[src/rtl/gimli_lwc_segment_arbiter_if.sv]
// Stream bundle between the pdi/sdi requesters, the segment arbiter and the
// Gimli LWC input buffer. slave = arbiter side, master = requesters/buffer side.
interface gimli_lwc_segment_arbiter_if #(
    parameter int G_WIDTH = 32
);
    logic [G_WIDTH-1:0] pdi_data;
    logic               pdi_valid;
    logic               pdi_ready;
    logic [G_WIDTH-1:0] sdi_data;
    logic               sdi_valid;
    logic               sdi_ready;
    logic [G_WIDTH-1:0] dout;
    logic               dout_valid;
    logic               dout_ready;
    logic               dout_src;
    logic               dout_hdr;
    logic               dout_last;

    modport slave (
        input  pdi_data, pdi_valid, sdi_data, sdi_valid, dout_ready,
        output pdi_ready, sdi_ready, dout, dout_valid, dout_src, dout_hdr, dout_last
    );

    modport master (
        output pdi_data, pdi_valid, sdi_data, sdi_valid, dout_ready,
        input  pdi_ready, sdi_ready, dout, dout_valid, dout_src, dout_hdr, dout_last
    );
endinterface

[src/rtl/gimli_lwc_segment_arbiter.sv]
// Segment-granular round-robin arbiter: grants pdi or sdi for one header plus
// its data words and passes the granted stream through with zero latency.
module gimli_lwc_segment_arbiter #(
    parameter int G_WIDTH     = 32,
    parameter int G_LEN_LSB   = 0,
    parameter int G_LEN_WIDTH = 16
) (
    input  logic                           clk,
    input  logic                           rst,
    gimli_lwc_segment_arbiter_if.slave     s,
    output logic                           busy
);
    typedef enum logic [1:0] {
        ST_IDLE   = 2'd0,
        ST_HEADER = 2'd1,
        ST_DATA   = 2'd2
    } state_t;

    state_t                 state_q, state_d;
    logic                   grant_q, grant_d;
    logic                   last_grant_q, last_grant_d;
    logic [G_LEN_WIDTH-1:0] cnt_q, cnt_d;

    logic [G_WIDTH-1:0]     sel_data;
    logic                   sel_valid;
    logic                   hs;
    logic [G_LEN_WIDTH-1:0] len;

    always_comb begin
        sel_data  = grant_q ? s.sdi_data  : s.pdi_data;
        sel_valid = grant_q ? s.sdi_valid : s.pdi_valid;
        hs        = sel_valid & s.dout_ready;
        len       = sel_data[G_LEN_LSB +: G_LEN_WIDTH];

        state_d      = state_q;
        grant_d      = grant_q;
        last_grant_d = last_grant_q;
        cnt_d        = cnt_q;

        s.pdi_ready  = 1'b0;
        s.sdi_ready  = 1'b0;
        s.dout       = '0;
        s.dout_valid = 1'b0;
        s.dout_hdr   = 1'b0;
        s.dout_last  = 1'b0;
        s.dout_src   = grant_q;
        busy         = (state_q != ST_IDLE);

        case (state_q)
            ST_IDLE: begin
                // A tie goes to whoever did not finish the previous segment.
                if (s.pdi_valid && s.sdi_valid) begin
                    grant_d = ~last_grant_q;
                    state_d = ST_HEADER;
                end else if (s.pdi_valid) begin
                    grant_d = 1'b0;
                    state_d = ST_HEADER;
                end else if (s.sdi_valid) begin
                    grant_d = 1'b1;
                    state_d = ST_HEADER;
                end
            end
            ST_HEADER: begin
                s.dout       = sel_data;
                s.dout_valid = sel_valid;
                s.pdi_ready  = ~grant_q & s.dout_ready;
                s.sdi_ready  = grant_q & s.dout_ready;
                s.dout_hdr   = 1'b1;
                s.dout_last  = (len == '0) & sel_valid;
                if (hs) begin
                    if (len == '0) begin
                        last_grant_d = grant_q;
                        state_d      = ST_IDLE;
                    end else begin
                        cnt_d   = len;
                        state_d = ST_DATA;
                    end
                end
            end
            ST_DATA: begin
                s.dout       = sel_data;
                s.dout_valid = sel_valid;
                s.pdi_ready  = ~grant_q & s.dout_ready;
                s.sdi_ready  = grant_q & s.dout_ready;
                s.dout_last  = (cnt_q == G_LEN_WIDTH'(1));
                if (hs) begin
                    cnt_d = cnt_q - G_LEN_WIDTH'(1);
                    if (cnt_q == G_LEN_WIDTH'(1)) begin
                        last_grant_d = grant_q;
                        state_d      = ST_IDLE;
                    end
                end
            end
            default: state_d = ST_IDLE;
        endcase

        // Reset forces every output low, independent of state and inputs.
        if (!rst) begin
            s.pdi_ready  = 1'b0;
            s.sdi_ready  = 1'b0;
            s.dout       = '0;
            s.dout_valid = 1'b0;
            s.dout_hdr   = 1'b0;
            s.dout_last  = 1'b0;
            s.dout_src   = 1'b0;
            busy         = 1'b0;
        end
    end

    always_ff @(posedge clk) begin
        if (!rst) begin
            state_q      <= ST_IDLE;
            grant_q      <= 1'b0;
            last_grant_q <= 1'b0;
            cnt_q        <= '0;
        end else begin
            state_q      <= state_d;
            grant_q      <= grant_d;
            last_grant_q <= last_grant_d;
            cnt_q        <= cnt_d;
        end
    end
endmodule

[src/flat_wrapper.sv]
// flat-port wrapper written by rule: the top's interface ports become plain ports
module gimli_lwc_segment_arbiter_flat 
#(
    parameter int G_WIDTH     = 32,
    parameter int G_LEN_LSB   = 0,
    parameter int G_LEN_WIDTH = 16
)
  (clk, rst, busy, s_pdi_data, s_pdi_valid, s_sdi_data, s_sdi_valid, s_dout_ready, s_pdi_ready, s_sdi_ready, s_dout, s_dout_valid, s_dout_src, s_dout_hdr, s_dout_last);
  gimli_lwc_segment_arbiter_if #(.G_WIDTH(G_WIDTH)) s_i ();
  input  logic clk;
  input  logic rst;
  output logic busy;
  input wire logic [$bits(s_i.pdi_data)-1:0] s_pdi_data;
  input wire logic [$bits(s_i.pdi_valid)-1:0] s_pdi_valid;
  input wire logic [$bits(s_i.sdi_data)-1:0] s_sdi_data;
  input wire logic [$bits(s_i.sdi_valid)-1:0] s_sdi_valid;
  input wire logic [$bits(s_i.dout_ready)-1:0] s_dout_ready;
  output wire logic [$bits(s_i.pdi_ready)-1:0] s_pdi_ready;
  output wire logic [$bits(s_i.sdi_ready)-1:0] s_sdi_ready;
  output wire logic [$bits(s_i.dout)-1:0] s_dout;
  output wire logic [$bits(s_i.dout_valid)-1:0] s_dout_valid;
  output wire logic [$bits(s_i.dout_src)-1:0] s_dout_src;
  output wire logic [$bits(s_i.dout_hdr)-1:0] s_dout_hdr;
  output wire logic [$bits(s_i.dout_last)-1:0] s_dout_last;
  assign s_i.pdi_data = s_pdi_data;
  assign s_i.pdi_valid = s_pdi_valid;
  assign s_i.sdi_data = s_sdi_data;
  assign s_i.sdi_valid = s_sdi_valid;
  assign s_i.dout_ready = s_dout_ready;
  assign s_pdi_ready = s_i.pdi_ready;
  assign s_sdi_ready = s_i.sdi_ready;
  assign s_dout = s_i.dout;
  assign s_dout_valid = s_i.dout_valid;
  assign s_dout_src = s_i.dout_src;
  assign s_dout_hdr = s_i.dout_hdr;
  assign s_dout_last = s_i.dout_last;
  gimli_lwc_segment_arbiter #(.G_WIDTH(G_WIDTH), .G_LEN_LSB(G_LEN_LSB), .G_LEN_WIDTH(G_LEN_WIDTH)) u_core (.clk(clk), .rst(rst), .s(s_i), .busy(busy));
endmodule
[config.mk]
export PLATFORM = sky130hd
export DESIGN_NAME = gimli_lwc_segment_arbiter_flat
export DESIGN_NICKNAME = d
export VERILOG_FILES = /design/src/rtl/gimli_lwc_segment_arbiter_if.sv /design/src/rtl/gimli_lwc_segment_arbiter.sv /design/src/flat_wrapper.sv
export SDC_FILE = /design/constraint.sdc
export NUM_CORES = 1
export LEC_CHECK = 0
export CAP_MARGIN = 5
export CORE_ASPECT_RATIO = 1.25
export CORE_MARGIN = 2
export CORE_UTILIZATION = 42
export DETAILED_ROUTE_END_ITERATION = 8
export PLACE_DENSITY = 0.87
export SLEW_MARGIN = 25
export SYNTH_ARGS = -nofsm -noshare
export SYNTH_HDL_FRONTEND = slang
export SYNTH_SLANG_ARGS = --single-unit
[constraint.sdc]
create_clock -name clk -period 4.1 [get_ports clk]
set_input_delay 1.23 -clock clk [delete_from_list [all_inputs] [get_ports clk]]
set_output_delay 1.23 -clock clk [all_outputs]
set_load 0.01 [all_outputs]
== After elaboration in Yosys (flattened, before gate mapping) ==
Cells that the tools add are included.

* Bits in registers: 20
* Bits of input ports: 69
* Output and inout bits: 39
* Word-level logic and storage cells: 67

* $add $sub $neg: 1
* Eq/ne operators: 9
* Multiplexer cells: 36
* Bitwise logic cells: 6
* Reductions and logical operators: 11

{| class="wikitable"
|+ Operators by type and width
! cell !! number
|-
| $mux 32 || 3
|-
| $mux 16 || 3
|-
| $pmux 16 s2 || 1
|-
| $mux 1 || 19
|-
| $eq 16x1->1 const B || 1
|-
| $logic_not 16->1 || 1
|-
| $sub 16x1->16 const B || 1
|-
| $mux 2 || 7
|-
| $ne 2x1->1 const B || 4
|-
| $reduce_and 4->1 || 2
|-
| $pmux 2 s3 || 1
|-
| $reduce_and 5->1 || 1
|-
| $and 1x1->1 || 4
|-
| $ne 4x3->1 const B || 1
|-
| $pmux 1 s2 || 2
|-
| $reduce_bool 2->1 || 2
|-
| $reduce_bool 3->1 || 1
|-
| $eq 2x1->1 const B || 1
|-
| $eq 2x2->1 const B || 1
|-
| $logic_not 2->1 || 1
|-
| $ne 2x2->1 const B || 1
|-
| $not 1->1 || 2
|-
| $reduce_and 2->1 || 1
|-
| $reduce_or 2->1 || 1
|-
| $logic_and 1x1->1 || 1
|}

== Depth between registers and ports, before layout ==
Gate-level depths: netlist (run 1).

* Depth after elaboration: 5
* Depth in mapped cells: 9
* Mapped depth without buffers: 8

== Worst setup path before layout (run 1) ==
No wires, ideal clock.

* Kind: input -> output
* Start point: input port s_pdi_data[8]
* End point: output port s_dout_last
* Data arrival time: 2.251 ns
* Data required time: 2.870 ns
* Slack: 0.619 ns
* Cell stages on the path: 5
* Path buffers: 0
* Path through: nor4_1 > nand4_1 > a211o_1 > o22ai_1 > nor2b_1

* Longest elaborated chain between the ends: 5

{| class="wikitable"
|+ RTL lines
! what !! line !! text
|-
| start, declared || flat_wrapper.sv:13 || <nowiki>input wire logic [$bits(s_i.pdi_data)-1:0] s_pdi_data;</nowiki>
|-
| $mux 32 || gimli_lwc_segment_arbiter.sv:30 || <nowiki>sel_data = grant_q ? s.sdi_data : s.pdi_data;</nowiki>
|-
| $logic_not 16->1 || gimli_lwc_segment_arbiter.sv:69 || <nowiki>s.dout_last = (len == '0) & sel_valid;</nowiki>
|-
| $and 1x1->1 || gimli_lwc_segment_arbiter.sv:69 ||
|-
| $pmux 1 s2 || gimli_lwc_segment_arbiter.sv:49 || <nowiki>case (state_q)</nowiki>
|-
| $mux 1 || gimli_lwc_segment_arbiter.sv:98 || <nowiki>if (!rst) begin</nowiki>
|-
| end, declared || flat_wrapper.sv:24 || <nowiki>output wire logic [$bits(s_i.dout_last)-1:0] s_dout_last;</nowiki>
|}

Every way passes these cells.

== Worst setup path in the final report (run 1) ==
* Start point: input port s_sdi_data[0]
* End point: output port s_dout_last

* Longest elaborated chain between the ends: 5

{| class="wikitable"
|+ RTL lines
! what !! line !! text
|-
| start, declared || flat_wrapper.sv:15 || <nowiki>input wire logic [$bits(s_i.sdi_data)-1:0] s_sdi_data;</nowiki>
|-
| $mux 32 || gimli_lwc_segment_arbiter.sv:30 ||
|-
| $logic_not 16->1 || gimli_lwc_segment_arbiter.sv:69 ||
|-
| $and 1x1->1 || gimli_lwc_segment_arbiter.sv:69 ||
|-
| $pmux 1 s2 || gimli_lwc_segment_arbiter.sv:49 ||
|-
| $mux 1 || gimli_lwc_segment_arbiter.sv:98 ||
|}

Every way passes these cells.

==> results.toml, run 1 <==
[grt]
grt_remaining_overflow = 0
antenna_found_initial = 0
track_usage = 0.287
grt_pass1_wl_um = 11800
grt_max_degree = 39
grt_pass1_vias = 2561

[floorplan]
ios = 108
die_area_um2 = 5210
rows = 27
die_w_um = 64.9
start_util = 0.440
die_h_um = 80.2
core_area_um2 = 4430

[worst_setup_path]
crit_type = "in2out"
path_delay_family = "simple AND/OR/NAND/NOR gates"
worstSetupEndpointType = "output port"
slowest_stage = "a211o_1"
cp_num_buf_inv = 3
start_kind = "primary input"
max_stage_delay_ns = 0.34
cp.arrival_ns = 2.87
crit_fanout = 2
cp.required_ns = 2.87
worstPathCellList = "dlygate4sd2_1 > nor4_2 > buf_4 > nand4_1 > a211o_1 > o22ai_1 > nor2b_2 > buf_2"

[yosys]
synth_area_leader_cell = "dfxtp_1"
syn_inst = 275
synth_cell_types = 45
synth_common_cells = "nor2_1 (57), mux2i_1 (35), nand2_1 (26)"
ys_top_cells_by_area = "dfxtp_1 (21%), mux2i_1 (18%), nor2_1 (11%), nand2_1 (5.0%), a21oi_1 (4.9%)"
syn_area_um2 = 1950
yosys_warnings = 0
ys_seq_area_frac = 0.205
ys_seq_elements = 20
synth-async-reset-ratio = 0
synth-edff-count = 0
synth.most_common_cell = "nor2_1"
syn_avg_cell_area_um2 = 7.09
netlist.area_leader.share = 0.205
synth_flop_cell = "dfxtp_1"
synth.net_count = 349

[placement]
portBuffers = 107
gp_congestion = 0.903
dp_cells = 434
hpwl_um = 5400

[sta]
fmax_ghz = 0.244
setup_viol = 0
fin_crit_ns = 4.10
finalCritPeriodShare = 0.999
hold_viol = 0
tightest_slew_ns = 0.990
drv_slew = 0
fin_skew_ns = 0.00243
slew_headroom = 0.338

[job]
cap_violations = 0

[final_layout]
n_antenna_cell = 0
areaGrowthSynthToFinish_pct = 71.5
seqCellArea_um2 = 402
layout.cells.non_filler = 451
nets = 469
multi_input_area_um2 = 1470
num-fill-cells = 324
drive_gt1_frac = 0.140

[detailed_routing]
vias_per_cell = 5.76
drtPass1Iterations = 6
wire_per_inst_um = 16.8
num_vias = 2600
drtAntennaViolNets = 0
drt_iter0_drc = 308
detail_route.wirelength_um = 7570
remaining_drc_errors = 0

[power_and_ir_drop]
powerDensity_nw_per_um2 = 569
ir_worst_vdd_uv = 348
leakage_nw = 1.40
p_total_mw = 1.90

[cts]
cts-buffers-inserted = 3
clockBufferDepth = 2
clock-root-buffer = "clkbuf_8"
insertion_delay_ns = 0.26
cts_tree = "built"
htreeDepth = 1
clk_pin_slew_ns = 0.08
cts_sinks = 20

[status]
status = "finished, final reports clean"

[min_path]
hold_class = "reg2reg"
metal layers:
metal / vias to the layer above / routed length (um) / global-route usage / part of all wire
li1: 1230 / - / - / -
met1: 1183 / 2710 / 0.315 / 0.36
met2: 155 / 3910 / 0.520 / 0.52
met3: 32 / 671 / 0.0658 / 0.089
met4: 0 / 280 / 0.130 / 0.037
met5: - / 0 / 0 / 0
registers in the layout, summed over array words and instances, names as in the netlist:
register and cells:
u_core.last_grant_q 1, u_core.cnt_q 16, u_core.grant_q 1, u_core.state_q 2
worst min-delay path, stage by stage, from the launching register on:
cell and delay [ns]:
dfxtp_1 0.32, nand2_1 0.05, o32ai_1 0.07
report_power, final:
| part | switching [mW] | internal (mW) | total (mW) | leakage [nW] |
|---|---|---|---|---|
| clock network | 0.0682 | 0.0656 | 0.134 | 0.0216 |
| registers | 0.101 | 0.277 | 0.377 | 0.164 |
| logic | 0.774 | 0.618 | 1.39 | 1.22 |
| total | 0.943 | 0.960 | 1.90 | 1.40 |
placed cells by master, fill, tap and decap left out, types with 2 or more instances in the layout:
cell	instances
clkbuf_8	3
dfxtp_1	19
o32ai_1	8
ha_1	5
and2b_2	2
or4_1	2
o22ai_1	6
inv_1	9
or2_2	2
mux2i_1	35
and4_1	2
a21oi_1	18
nand2b_1	2
a31oi_1	5
nor3_2	2
nand4_1	2
nor4_2	5
or3_1	3
clkdlybuf4s50_1	83
nand2_1	26
o211ai_1	3
nor2_1	57
nor3_1	7
buf_4	28
dlymetal6s2s_1	13
dlygate4sd2_1	10
o21ai_0	11
area by class of cell:
type,count,area share
multi-input cells,224,0.441
inverters,10,0.0112
clock buffers,3,0.0124
repair buffers,136,0.394
flip-flops and latches,20,0.120
well taps,58,0.0217
final timing paths:
| path | from | endpoint | slack [ns] | cells after the start |
|---|---|---|---|---|
| setup / recovery | s_sdi_data[0] | s_dout_last | 0.003 | 8 |
| hold / removal | u_core.cnt_q[14] | u_core.cnt_q[14] | 0.49 | 2 |
| setup reg to reg | u_core.grant_q | u_core.last_grant_q | 0.75 | 18 |
| hold reg to reg | u_core.cnt_q[14] | u_core.cnt_q[14] | 0.49 | 2 |
cell families (layout without fill, tap and decap cells):
| family | count (synthesis) | after routing | synth area share |
|---|---|---|---|
| and+or+nand+nor | 124 | 124 | 0.307 |
| adders and majority gates | 5 | 5 | 0.0321 |
| DFF | 20 | 20 | 0.205 |
| AOI/OAI and AO/OA | 60 | 60 | 0.202 |
| muxes | 35 | 35 | 0.180 |
| buffers and inverters | 31 | 149 | 0.0744 |
what timing repair did:
item                                    in CTS  in global routing
hold endpoints to repair                     0                  0
endpoints found under the setup margin       1                  4
resized for setup                           21                 18
hold buffers                                 0                  0
buffers inserted                            13                  1
pin swaps                                    7                 11
metrics by stage:
| step | cell area (um2) | utilization | TNS (ns) | setup slack [ns] | hold WS (ns) |
|---|---|---|---|---|---|
| after global routing | 3340 | 0.755 | -0.0840 | -0.0470 | 0.498 |
| final | 3340 | 0.755 | 0 | 0.00299 | 0.487 |
| after floorplan | 1950 | - | 0 | 0.619 | 0.445 |
| after detailed placement | 3110 | 0.703 | -0.555 | -0.555 | 0.475 |
| after CTS | 3270 | 0.739 | 0 | 0.000597 | 0.486 |
| after global placement | 3110 | 0.703 | -0.521 | -0.521 | 0.457 |
Note: power is estimated with default switching activity, not from simulation.
==> run 2, diff against run 1 <==
--- a/config.mk
+++ b/config.mk
@@ -6,9 +6,11 @@
 export NUM_CORES = 1
 export LEC_CHECK = 0
 export CAP_MARGIN = 5
+export CELL_PAD_IN_SITES_DETAIL_PLACEMENT = 0
+export CELL_PAD_IN_SITES_GLOBAL_PLACEMENT = 1
 export CORE_ASPECT_RATIO = 1.25
 export CORE_MARGIN = 2
-export CORE_UTILIZATION = 42
+export CORE_UTILIZATION = 28
 export DETAILED_ROUTE_END_ITERATION = 8
 export PLACE_DENSITY = 0.87
 export SLEW_MARGIN = 25
==> results.toml, run 2 (same netlist as run 1, synthesis figures left out) <==
[status]
status = "finished, final reports clean"

[sta]
drv_slew = 0
hold_viol = 0
setup_slack_ns = 0.0252
slew_headroom = 0.498
fmax_ghz = 0.245
fin_tns_setup_ns = 0
fin_skew_ns = 0.00144
tightest_slew_ns = 0.750
fin_crit_ns = 4.07
finalCritPeriodShare = 0.994
setup_viol = 0

[grt]
grt_max_degree = 39
grt_remaining_overflow = 0
grt_pass1_wl_um = 11500
track_usage = 0.181
antenna_found_initial = 0
grt_pass1_vias = 2407

[cts]
insertion_delay_ns = 0.26
cts-buffers-inserted = 3
cts_hold_buf = 0
cts_sinks = 20
cts_tree = "built"
clockBufferDepth = 2
clk_pin_slew_ns = 0.08
clock-root-buffer = "clkbuf_8"
htreeDepth = 1

[placement]
dp_cells = 469
portBuffers = 107
hpwl_um = 5390
gp_congestion = 0.788
dpl_cell_area_um2 = 3160
post-place-ws_ns = -0.479

[worst_setup_path]
start_kind = "primary input"
crit_start = "s_pdi_data[5]"
worstSetupEndpointType = "output port"
cp.arrival_ns = 2.84
reg2reg_from = "u_core.grant_q"
crit_type = "in2out"
cp.required_ns = 2.87
reg2reg_depth = 9
crit_fanout = 2

[final_layout]
nets = 459
regMostFlops = "u_core.cnt_q"
largest_reg_flops = 16
n_antenna_cell = 0
drive_gt1_frac = 0.120
reg.largest.list = "u_core.cnt_q x16, u_core.state_q x2"
areaGrowthSynthToFinish_pct = 69.4
final_common_cell = "clkdlybuf4s50_1"
layout.cells.non_filler = 474
final_area_um2 = 3300
final_cell_mix = "clkdlybuf4s50_1 (90), nor2_1 (57), mux2i_1 (35), nand2_1 (26)"

[job]
cap_violations = 0

[floorplan]
die_h_um = 97.3
ios = 108
start_util = 0.285
rows = 34
die_w_um = 78.6
core_area_um2 = 6850
die_area_um2 = 7650

[min_path]
hp-start = "u_core.cnt_q[14]"
hold_class = "reg2reg"
hold_depth = 2

[power_and_ir_drop]
powerDensity_nw_per_um2 = 572
pwr-share-seq = 0.196
netSwitchingFraction = 0.485
p_switching_mw = 0.916
p_int_mw = 0.973
leakage_nw = 1.33
clockPowerShare = 0.080
power_frac_comb = 0.723
ir_worst_vdd_uv = 221

[detailed_routing]
drt_iter0_drc = 120
wire_per_inst_um = 14.7
remaining_drc_errors = 0
num_vias = 2417
drtAntennaViolNets = 0
detail_route.wirelength_um = 6990
drtPass1Iterations = 4
vias_per_cell = 5.10
==> run 2: power by group through the flow <==
stage | Combinational [mW] | Clock, mW | Sequential [mW]
floorplan | 0.940 | 0 | 0.338
global placement | 1.33 | 0 | 0.371
detailed placement | 1.35 | 0 | 0.374
CTS | 1.36 | 0.158 | 0.370
global route | 1.51 | 0.163 | 0.385
finish | 1.37 | 0.152 | 0.371
==> run 2: routing by layer <==
metal | up-vias | routed length (um) | GRT usage
met2 | 85 | 3460 | 0.306
met1 | 1116 | 3020 | 0.242
met3 | 2 | 476 | 0.0325
met4 | 0 | 24 | 0.0256
li1 | 1214 | - | -
met5 | - | 0 | 0
==> run 2: final timing paths <==
| check | end | slack [ns] |
|---|---|---|
| hold reg to reg | u_core.cnt_q[14] | 0.48 |
| hold / removal | u_core.cnt_q[14] | 0.48 |
| setup reg to reg | u_core.cnt_q[13] | 1.59 |
| setup / recovery | s_dout_last | 0.03 |
==> run 2: cell type report <==
type	instances	area (um2)
multi-input cells	224	1460
fillers	693	3550
flip-flops and latches	20	402
well taps	90	113
repair buffers	126	1230
clock buffers	4	55.1
inverters	10	37.5
==> run 2: metrics by stage <==
stage | utilization | hold WS (ns) | power, mW
floorplan | - | 0.445 | 1.28
global placement | 0.462 | 0.463 | 1.70
detailed placement | 0.462 | 0.469 | 1.72
CTS | 0.471 | 0.480 | 1.89
global route | 0.482 | 0.510 | 2.06
finish | 0.482 | 0.477 | 1.89
==> run 2: critical path, cell delays in order <==
cell             delay [ns]
clkdlybuf4s50_1        0.43
nor3_2                 0.19
buf_4                  0.13
nand4_1                0.11
a211o_1                0.36
o22ai_2                0.11
nor2b_4                0.17
buf_6                  0.10
==> run 2: timing repair <==
item | CTS | global route
pin swaps | 5 | 10
cloned | 0 | 0
gates resized for setup | 13 | 19
setup buffers | 0 | 1
setup endpoints to repair | 1 | 1
==> run 3, diff against run 2 <==
--- a/config.mk
+++ b/config.mk
@@ -12,6 +12,7 @@
 export CORE_MARGIN = 2
 export CORE_UTILIZATION = 28
 export DETAILED_ROUTE_END_ITERATION = 8
+export GPL_TIMING_DRIVEN = 1
 export PLACE_DENSITY = 0.87
 export SLEW_MARGIN = 25
 export SYNTH_ARGS = -nofsm -noshare
==> results of run 3 <==
The final DEF is identical to that of run 2; final timing and power are the same.
